$ cat src/rtl/bsg_comm_link_reassembler.sv
// Core-side receive reassembler: pulls channel-width slices round-robin from the
// active link channels and rebuilds full core words, inverse of the transmit striping.

module bsg_comm_link_reassembler_checker #(
  parameter int link_channels_p = 4
) (
  input logic                       clk_i,
  input logic                       reset_i,
  input logic [link_channels_p-1:0] active_channels_i,
  input logic [link_channels_p-1:0] unfused_yumi_o,
  input logic                       fused_valid_o,
  input logic                       fused_yumi_i
);

  logic [link_channels_p-1:0] prev_mask_r;
  logic                       run_r;

  // Remember last cycle's mask and whether that cycle was out of reset.
  always_ff @(posedge clk_i) begin
    if (reset_i) begin
      run_r <= 1'b0;
    end else begin
      run_r <= 1'b1;
    end
    prev_mask_r <= active_channels_i;
  end

  // Handshake and configuration checks, only meaningful out of reset.
  always_ff @(posedge clk_i) begin
    if (!reset_i) begin
      a_yumi_onehot0: assert ($onehot0(unfused_yumi_o));
      a_fused_yumi_legal: assert (fused_valid_o || !fused_yumi_i);
      if (run_r) begin
        a_mask_stable: assert (active_channels_i == prev_mask_r);
      end
    end
  end

endmodule

module bsg_comm_link_reassembler #(
  parameter int channel_width_p = 8,
  parameter int core_channels_p = 4,
  parameter int link_channels_p = 4,
  parameter int width_p         = core_channels_p * channel_width_p
) (
  input  logic                       clk_i,
  input  logic                       reset_i,
  input  logic [link_channels_p-1:0] active_channels_i,
  input  logic [link_channels_p-1:0] unfused_valid_i,
  input  logic [channel_width_p-1:0] unfused_data_i [link_channels_p],
  output logic [link_channels_p-1:0] unfused_yumi_o,
  output logic                       fused_valid_o,
  output logic [width_p-1:0]         fused_data_o,
  input  logic                       fused_yumi_i
);

  localparam int ptr_w_lp   = (link_channels_p > 1) ? $clog2(link_channels_p) : 1;
  localparam int cnt_w_lp   = (core_channels_p > 1) ? $clog2(core_channels_p) : 1;
  localparam int accum_n_lp = (core_channels_p > 1) ? core_channels_p - 1 : 1;
  localparam logic [cnt_w_lp-1:0] last_slice_lp = cnt_w_lp'(core_channels_p - 1);

  function automatic logic [ptr_w_lp-1:0] first_active(input logic [link_channels_p-1:0] mask);
    logic [ptr_w_lp-1:0]        idx;
    logic [link_channels_p-1:0] sh;
    logic                       found;
    idx   = '0;
    found = 1'b0;
    for (int i = 0; i < link_channels_p; i++) begin
      sh = mask >> i;
      if (!found && sh[0]) begin
        idx   = ptr_w_lp'(i);
        found = 1'b1;
      end
    end
    return idx;
  endfunction

  // Next set mask bit strictly above ptr, wrapping; ptr itself if it is the only one.
  function automatic logic [ptr_w_lp-1:0] next_active(input logic [ptr_w_lp-1:0]        ptr,
                                                       input logic [link_channels_p-1:0] mask);
    logic [ptr_w_lp-1:0]        idx;
    logic [link_channels_p-1:0] sh;
    logic                       found;
    int                         c;
    idx   = ptr;
    found = 1'b0;
    for (int i = 1; i <= link_channels_p; i++) begin
      c  = (int'(ptr) + i) % link_channels_p;
      sh = mask >> c;
      if (!found && sh[0]) begin
        idx   = ptr_w_lp'(c);
        found = 1'b1;
      end
    end
    return idx;
  endfunction

  logic [ptr_w_lp-1:0]        chan_ptr_r, next_chan_ptr_s;
  logic [cnt_w_lp-1:0]        slice_cnt_r, next_slice_cnt_s;
  logic [channel_width_p-1:0] accum_r [accum_n_lp];
  logic [channel_width_p-1:0] next_accum_s [accum_n_lp];
  logic [width_p-1:0]         out_r, next_out_s;
  logic                       out_v_r, next_out_v_s;
  logic [width_p-1:0]         word_s;
  logic [channel_width_p-1:0] slice_s;
  logic                       final_s;
  logic                       take_s;

  assign slice_s = unfused_data_i[chan_ptr_r];
  assign final_s = (slice_cnt_r == last_slice_lp);
  // The final slice may only land when the output register is free or draining.
  assign take_s  = ~reset_i & unfused_valid_i[chan_ptr_r] & active_channels_i[chan_ptr_r]
                 & (~final_s | ~out_v_r | fused_yumi_i);

  if (core_channels_p > 1) begin : g_multi
    // Incoming slice is the top slice; accumulated slices fill the rest in order.
    always_comb begin
      word_s = '0;
      word_s[width_p-1 -: channel_width_p] = slice_s;
      for (int k = 0; k < core_channels_p - 1; k++) begin
        word_s[k*channel_width_p +: channel_width_p] = accum_r[k];
      end
    end
  end else begin : g_single
    assign word_s = slice_s;
  end

  // Next-state logic for pointer, slice counter, accumulator and output word.
  always_comb begin
    next_chan_ptr_s  = chan_ptr_r;
    next_slice_cnt_s = slice_cnt_r;
    next_accum_s     = accum_r;
    next_out_s       = out_r;
    next_out_v_s     = out_v_r;
    if (take_s) begin
      next_chan_ptr_s = next_active(chan_ptr_r, active_channels_i);
      if (final_s) begin
        next_out_s       = word_s;
        next_slice_cnt_s = '0;
      end else begin
        next_accum_s[slice_cnt_r] = slice_s;
        next_slice_cnt_s          = slice_cnt_r + cnt_w_lp'(1);
      end
    end else begin
      next_chan_ptr_s = chan_ptr_r;
    end
    if (take_s && final_s) begin
      next_out_v_s = 1'b1;
    end else if (fused_yumi_i) begin
      next_out_v_s = 1'b0;
    end else begin
      next_out_v_s = out_v_r;
    end
  end

  // State registers; reset drops any partial or pending word.
  always_ff @(posedge clk_i) begin
    if (reset_i) begin
      chan_ptr_r  <= first_active(active_channels_i);
      slice_cnt_r <= '0;
      for (int k = 0; k < accum_n_lp; k++) begin
        accum_r[k] <= '0;
      end
      out_r       <= '0;
      out_v_r     <= 1'b0;
    end else begin
      chan_ptr_r  <= next_chan_ptr_s;
      slice_cnt_r <= next_slice_cnt_s;
      accum_r     <= next_accum_s;
      out_r       <= next_out_s;
      out_v_r     <= next_out_v_s;
    end
  end

  // Dequeue only the pointed channel, and only when its slice is taken.
  always_comb begin
    unfused_yumi_o = '0;
    if (take_s) begin
      unfused_yumi_o = link_channels_p'(1) << chan_ptr_r;
    end else begin
      unfused_yumi_o = '0;
    end
  end

  assign fused_valid_o = out_v_r;
  assign fused_data_o  = out_r;

  bsg_comm_link_reassembler_checker #(
    .link_channels_p(link_channels_p)
  ) checker_i (
    .clk_i            (clk_i),
    .reset_i          (reset_i),
    .active_channels_i(active_channels_i),
    .unfused_yumi_o   (unfused_yumi_o),
    .fused_valid_o    (fused_valid_o),
    .fused_yumi_i     (fused_yumi_i)
  );

endmodule

$ cat config.mk
export PLATFORM = sky130hd
export DESIGN_NAME = bsg_comm_link_reassembler
export DESIGN_NICKNAME = d
export VERILOG_FILES = /design/src/rtl/bsg_comm_link_reassembler.sv
export SDC_FILE = /design/constraint.sdc
export NUM_CORES = 1
export LEC_CHECK = 0
export ABC_AREA = 1
export BUFFER_PORTS_ARGS = -buffer_cell sky130_fd_sc_hd__clkbuf_2
export CAP_MARGIN = 20
export CORE_UTILIZATION = 48
export CTS_CLUSTER_SIZE = 30
export DETAILED_ROUTE_END_ITERATION = 16
export PLACE_DENSITY = 0.84
export RECOVER_POWER = 50
export SKIP_CTS_REPAIR_TIMING = 1
export SYNTH_ARGS = -nofsm -noshare
export SYNTH_HDL_FRONTEND = slang
export SYNTH_SLANG_ARGS = --single-unit
export TNS_END_PERCENT = 1
$ cat constraint.sdc
create_clock -name clk_i -period 1.9 [get_ports clk_i]
set_input_delay 0.57 -clock clk_i [delete_from_list [all_inputs] [get_ports clk_i]]
set_output_delay 0.57 -clock clk_i [all_outputs]
set_load 0.02 [all_outputs]
* Word level (Yosys, flattened, before mapping)
Cells that the tools add are included.
** Storage, ports and cells
- Flip-flop bits (word level) :: 61
- Input port bits :: 43
- Output and inout port bits :: 37
- Logic and storage cells :: 95
** Cells by class
- Add/subtract/negate cells :: 5
- Magnitude comparators :: 4
- Eq/ne operators :: 1
- Shifts and indexed selects :: 5
- Mux-type cells :: 35
- Bitwise gates (word level) :: 14
- Reductions and logical operators :: 24
** Operator list (count)
- 4-bit by 32-bit >> shifter with 1-bit output :: 4
- 24-bit bitwise mux :: 1
- 8-bit 2-to-1 mux :: 3
- 2-bit 2-to-1 mux :: 9
- 1-bit 2-to-1 mux :: 17
- 8-bit binary-select mux with 2-bit select :: 1
- 8-bit demux with 2-bit select :: 1
- 1-bit logical AND :: 8
- 2-bit OR reduction :: 4
- 2-bit by 1-bit adder with 2-bit output, second input constant :: 3
- 3-bit >= comparator, second input constant :: 2
- 1-bit logical NOT :: 6
- 2-bit NOT with 3-bit output :: 2
- 2-bit AND reduction :: 3
- 5-bit nonzero test :: 1
- 2-bit adder, second input constant :: 2
- 1-bit bitwise AND, first input constant :: 4
- 1-bit binary-select mux with 2-bit select :: 2
- 4-bit 2-to-1 mux :: 1
- 2-bit nonzero test :: 2
- 1-bit by 2-bit left shift with 4-bit output, first input constant :: 1
- 1-bit bitwise AND :: 3
- 2-bit by 3-bit < comparator with 1-bit output, second input constant :: 1
- 3-bit by 1-bit < comparator with 1-bit output, second input constant :: 1
- 3 further kinds :: 6

* Longest topological paths before layout
- Depth in word-level cells :: 19
- Depth in mapped cells :: 11
- Depth with buffers taken out :: 10

* Worst setup path before layout
No wires, ideal clock.
- Path kind :: reg-to-reg
- Start point :: reg chan_ptr_r[0]
- End point :: reg chan_ptr_r[1], data pin
- Setup time :: 0.257 ns
- Arrival time :: 1.802 ns
- Data required time :: 1.643 ns
- Slack :: -0.158 ns
- Stages on the path, launching flop included :: 11
- Buffers on the path :: 2
- Period minus slack after synthesis :: 2.058 ns
- Path through :: edfxtp_1 -> inv_2 -> buf_2 -> buf_2 -> ha_1 -> o21ai_1 -> nand2_1 -> nand2_1 -> nand3_1 -> nand2_1 -> nand2_1
** On the way
- Word-level cells in the longest chain between the ends :: 19
- Elaborated cells on any way between the ends :: 34
- Classes of those cells :: 4 x add/sub; 4 x shift; 12 x mux; 4 x bitwise; 10 x reduce/logical
** Ends and longest elaborated chain
- start: declaration :: line 99 : logic [ptr_w_lp-1:0] chan_ptr_r, next_chan_ptr_s;
- start signal: assignment :: line 160 : chan_ptr_r <= first_active(active_channels_i);
- start signal: assignment :: line 168 : chan_ptr_r <= next_chan_ptr_s;
- 2-bit by 1-bit adder with 2-bit output :: line 89 : c = (int'(ptr) + i) % link_channels_p;
- 2-bit OR reduction (no line)
- 1-bit bitwise AND (no line)
- 4-bit by 32-bit >> shifter with 1-bit output :: line 90 : sh = mask >> c;
- 1-bit 2-to-1 mux :: line 91 : if (!found && sh[0]) begin
- 1-bit 2-to-1 mux :: line 136 : if (take_s) begin
- 1-bit logical NOT :: line 91
- 1-bit logical AND :: line 91
- [3 not listed]
- 1-bit logical AND :: line 91
- 1-bit 2-to-1 mux :: line 91
- 1-bit 2-to-1 mux :: line 136
- 1-bit logical NOT :: line 91
- 1-bit logical AND :: line 91
- 2-bit 2-to-1 mux (*) :: line 91
- 2-bit 2-to-1 mux (*) :: line 136
- 2-bit 2-to-1 mux (*) :: line 159 : if (reset_i) begin
Mark *: on every way between the ends. The rest lies on a longest branch, timed or not. The select of a mux whose other input is x is not followed.
A chain may end at the register's enable or synchronous reset.

* Worst setup path after layout
- Start point :: reg chan_ptr_r[0]
- End point :: out unfused_yumi_o[0]
** On the way
- Word-level cells in the longest chain between the ends :: 6
- Elaborated cells on any way between the ends :: 9
- Classes of those cells :: 1 x shift; 5 x mux; 3 x bitwise
** Ends and longest elaborated chain
- 1-bit binary-select mux with 2-bit select :: line 113 : assign take_s = ~reset_i & unfused_valid_i[chan_ptr_r] & active_channels_i[chan_ptr_r]
- 1-bit 2-to-1 mux (implied by the code) :: line 113
- 1-bit bitwise AND (2 in series) :: line 113
- 1-bit bitwise AND :: line 114 : & (~final_s | ~out_v_r | fused_yumi_i);
- 4-bit 2-to-1 mux (*) :: line 179 : if (take_s) begin
- end: declaration :: line 52 : output logic [link_channels_p-1:0] unfused_yumi_o,
Marks and branches as above.

==> flow_summary.yaml <==
yosys:
  post-synth-top-area-cell: "sky130_fd_sc_hd__dfxtp_1"
  post_synth.cell_area_avg_um2: 7.23
  synthDominantCellAreaShare_pct: 37.4
  yosysUniqueCellTypes: 31
  area_contributors_post_synth: "sky130_fd_sc_hd__dfxtp_1, sky130_fd_sc_hd__nand2_1, sky130_fd_sc_hd__nor2_1, sky130_fd_sc_hd__nand3_2, sky130_fd_sc_hd__inv_1"
  yosys_warnings: 0
  synth-seq-area-share_pct: 39.3
  netlist_area_um2: 3150
  synthesized_instance_count: 436
  mappedNetlistNets: 487
  ys_seq_elements: 61
critical_path:
  startpoint_types: "flop"
  cp.arrival_ns: 1.61
  critical_path_required_ns: 1.33
  path_max_fanout: 6
  criticalPathCategory: "reg2out"
  crit_path_end_kind: "output pin"
power_and_ir_drop:
  power_leakage_nw: 1.83
  power_density_nw_per_um2: 1130
  vdd_drop_max_mv: 0.679
  finalPower_mw: 4.66
timing:
  finalHoldViolations: 0
  post-route-worst-setup-slack_ns: -0.282
  worst_relative_slew_slack_pct: 65.0
  finClkSkew_ns: 0.00812
  period_share_pct: 115
  max_freq_mhz: 458
  grt_setup_unrepaired: "true"
  finalSetupViolCount: 11
  number_of_max_slew_violations_in_the_final_report: 0
  period_needed_ns: 2.18
  tightestPinTransition_ns: 0.525
die:
  die_area_um2: 6900
  die_h_um: 83.1
  placementRows: 29
  io_pins: 80
  core_area_um2: 6350
  initial_core_util_pct: 49.7
  die-width_um: 83.1
detailed_routing:
  routed_wirelength_mm: 7.88
  route.vias.total: 3129
  drtPass1Iterations: 4
  ant_nets: 0
  post_drt_wl_per_cell_um: 12.8
  vias_per_cell: 5.10
  drt-initial-drc-count: 151
  drc_errors: 0
clocking:
  clock_latency_ns: 0.34
  cts.sink_count: 61
  root_buffer: "sky130_fd_sc_hd__clkbuf_8"
  cts_made_buffers: 9
  cts.clk_slew.worst_paths_ns: 0.07
  deepest_level_of_the_cts_h_tree: 3
  cts_tree: "yes"
  cts.path.max_buffers: 2
global_routing:
  grt_pass1_vias: 3023
  antenna_found_initial: 0
  global_route.usage.total_pct: 23.0
  gr-total-overflow: 0
  largest_net_degree_at_the_start_of_global_routing: 36
  grt_pass1_wl_mm: 13.0
placement:
  place.port_buffers: 79
  gpl.final_weighted_congestion: 0.843
  post-dp-hpwl_mm: 5.45
final_layout:
  post_layout_utilization_of_the_core_pct: 65.0
  commonest_cells_after_routing_fill_and_taps_aside: "sky130_fd_sc_hd__nand2_1, sky130_fd_sc_hd__nor2_1, sky130_fd_sc_hd__dfxtp_1"
  area_growth_pct: 30.8
  finish.net_count: 583
  n_fill_cell: 545
  layout.cells.most_common: "sky130_fd_sc_hd__nand2_1"
  ratio_of_cells_with_drive_above_1_in_the_final_layout_pct: 30.9
  diodes: 0
hold_path:
  hp-class: "reg2reg"
outcome:
  violations: "negative setup slack"
  outcome: "finished, violations left"
run:
  max_cap_violations: 0
## stage by stage
step	hold WS [ns]	cells	setup WS (ns)	instance area, um^2	setup TNS [ns]
floorplan	0.451	436	-0.0333	3210	-0.0635
global placement	0.451	593	-0.0928	3790	-0.297
detailed placement	0.457	593	-0.117	3790	-0.442
CTS	0.468	609	-0.419	4020	-1.67
global route	0.481	614	-0.341	4130	-3.91
finish	0.462	614	-0.282	4130	-1.19
## Yosys cell counts, drive strengths merged
library cell,n
nand3b,1
o211ai,2
ha,8
nand4,3
edfxtp,2
dfxtp,59
clkinv,1
o21ai,23
buf,17
nand3,43
a21oi,35
nand2,111
inv,42
clkbuf,9
o22ai,9
or2,1
nor2,70
## report_power, final
group	internal, mW	switching [mW]
clock network	0.759	0.507
logic	0.734	1.19
registers	1.39	0.0789
total	2.89	1.77
## state kept, by name, indices dropped and copies added, names as in the netlist
register,flops
chan_ptr_r,2
fused_valid_o,1
accum_r,24
fused_data_o,32
slice_cnt_r,2
## cell families after synthesis
kind of cell | synth area share, %
and+or+nand+nor | 35.1
AOI/OAI and AO/OA | 12.4
adders and majority gates | 3.17
buffers and inverters | 10.0
DFF | 39.3
## critical path, stage by stage, from the launching register on
cell and delay, ns:
sky130_fd_sc_hd__edfxtp_1 0.47, sky130_fd_sc_hd__buf_6 0.17, sky130_fd_sc_hd__or2_1 0.21, sky130_fd_sc_hd__nand3_2 0.08, sky130_fd_sc_hd__nand2_4 0.08, sky130_fd_sc_hd__nand2_8 0.10
sky130_fd_sc_hd__nor2_4 0.04, sky130_fd_sc_hd__buf_6 0.12
## routing by layer
metal / global-route usage [%] / routed length, um / vias to the layer above
met2: 40.8 / 4000 / 113
met5: 0 / 0 / -
li1: - / - / 1576
met3: 5.67 / 530 / 8
met4: 7.84 / 102 / 0
met1: 26.8 / 3240 / 1432
## final timing paths
kind,slack (ns),startpoint,cells after the start,end
worst min-delay path,0.46,fused_data_o[10],2,fused_data_o[10]
worst max-delay path,-0.28,chan_ptr_r[0],7,unfused_yumi_o[0]
worst max register to register,-0.05,chan_ptr_r[1],10,chan_ptr_r[1]
worst min register to register,0.46,fused_data_o[10],2,fused_data_o[10]
## cell type report
class / count / area, um^2 / area share (%)
well taps: 77 / 96.3 / 2.33
repair buffers: 111 / 676 / 16.4
flip-flops and latches: 61 / 1240 / 30.1
inverters: 43 / 169 / 4.09
clock inverters: 4 / 51.3 / 1.24
multi-input cells: 306 / 1720 / 41.6
clock buffers: 12 / 176 / 4.28
Power figures use the tool's default switching activity.
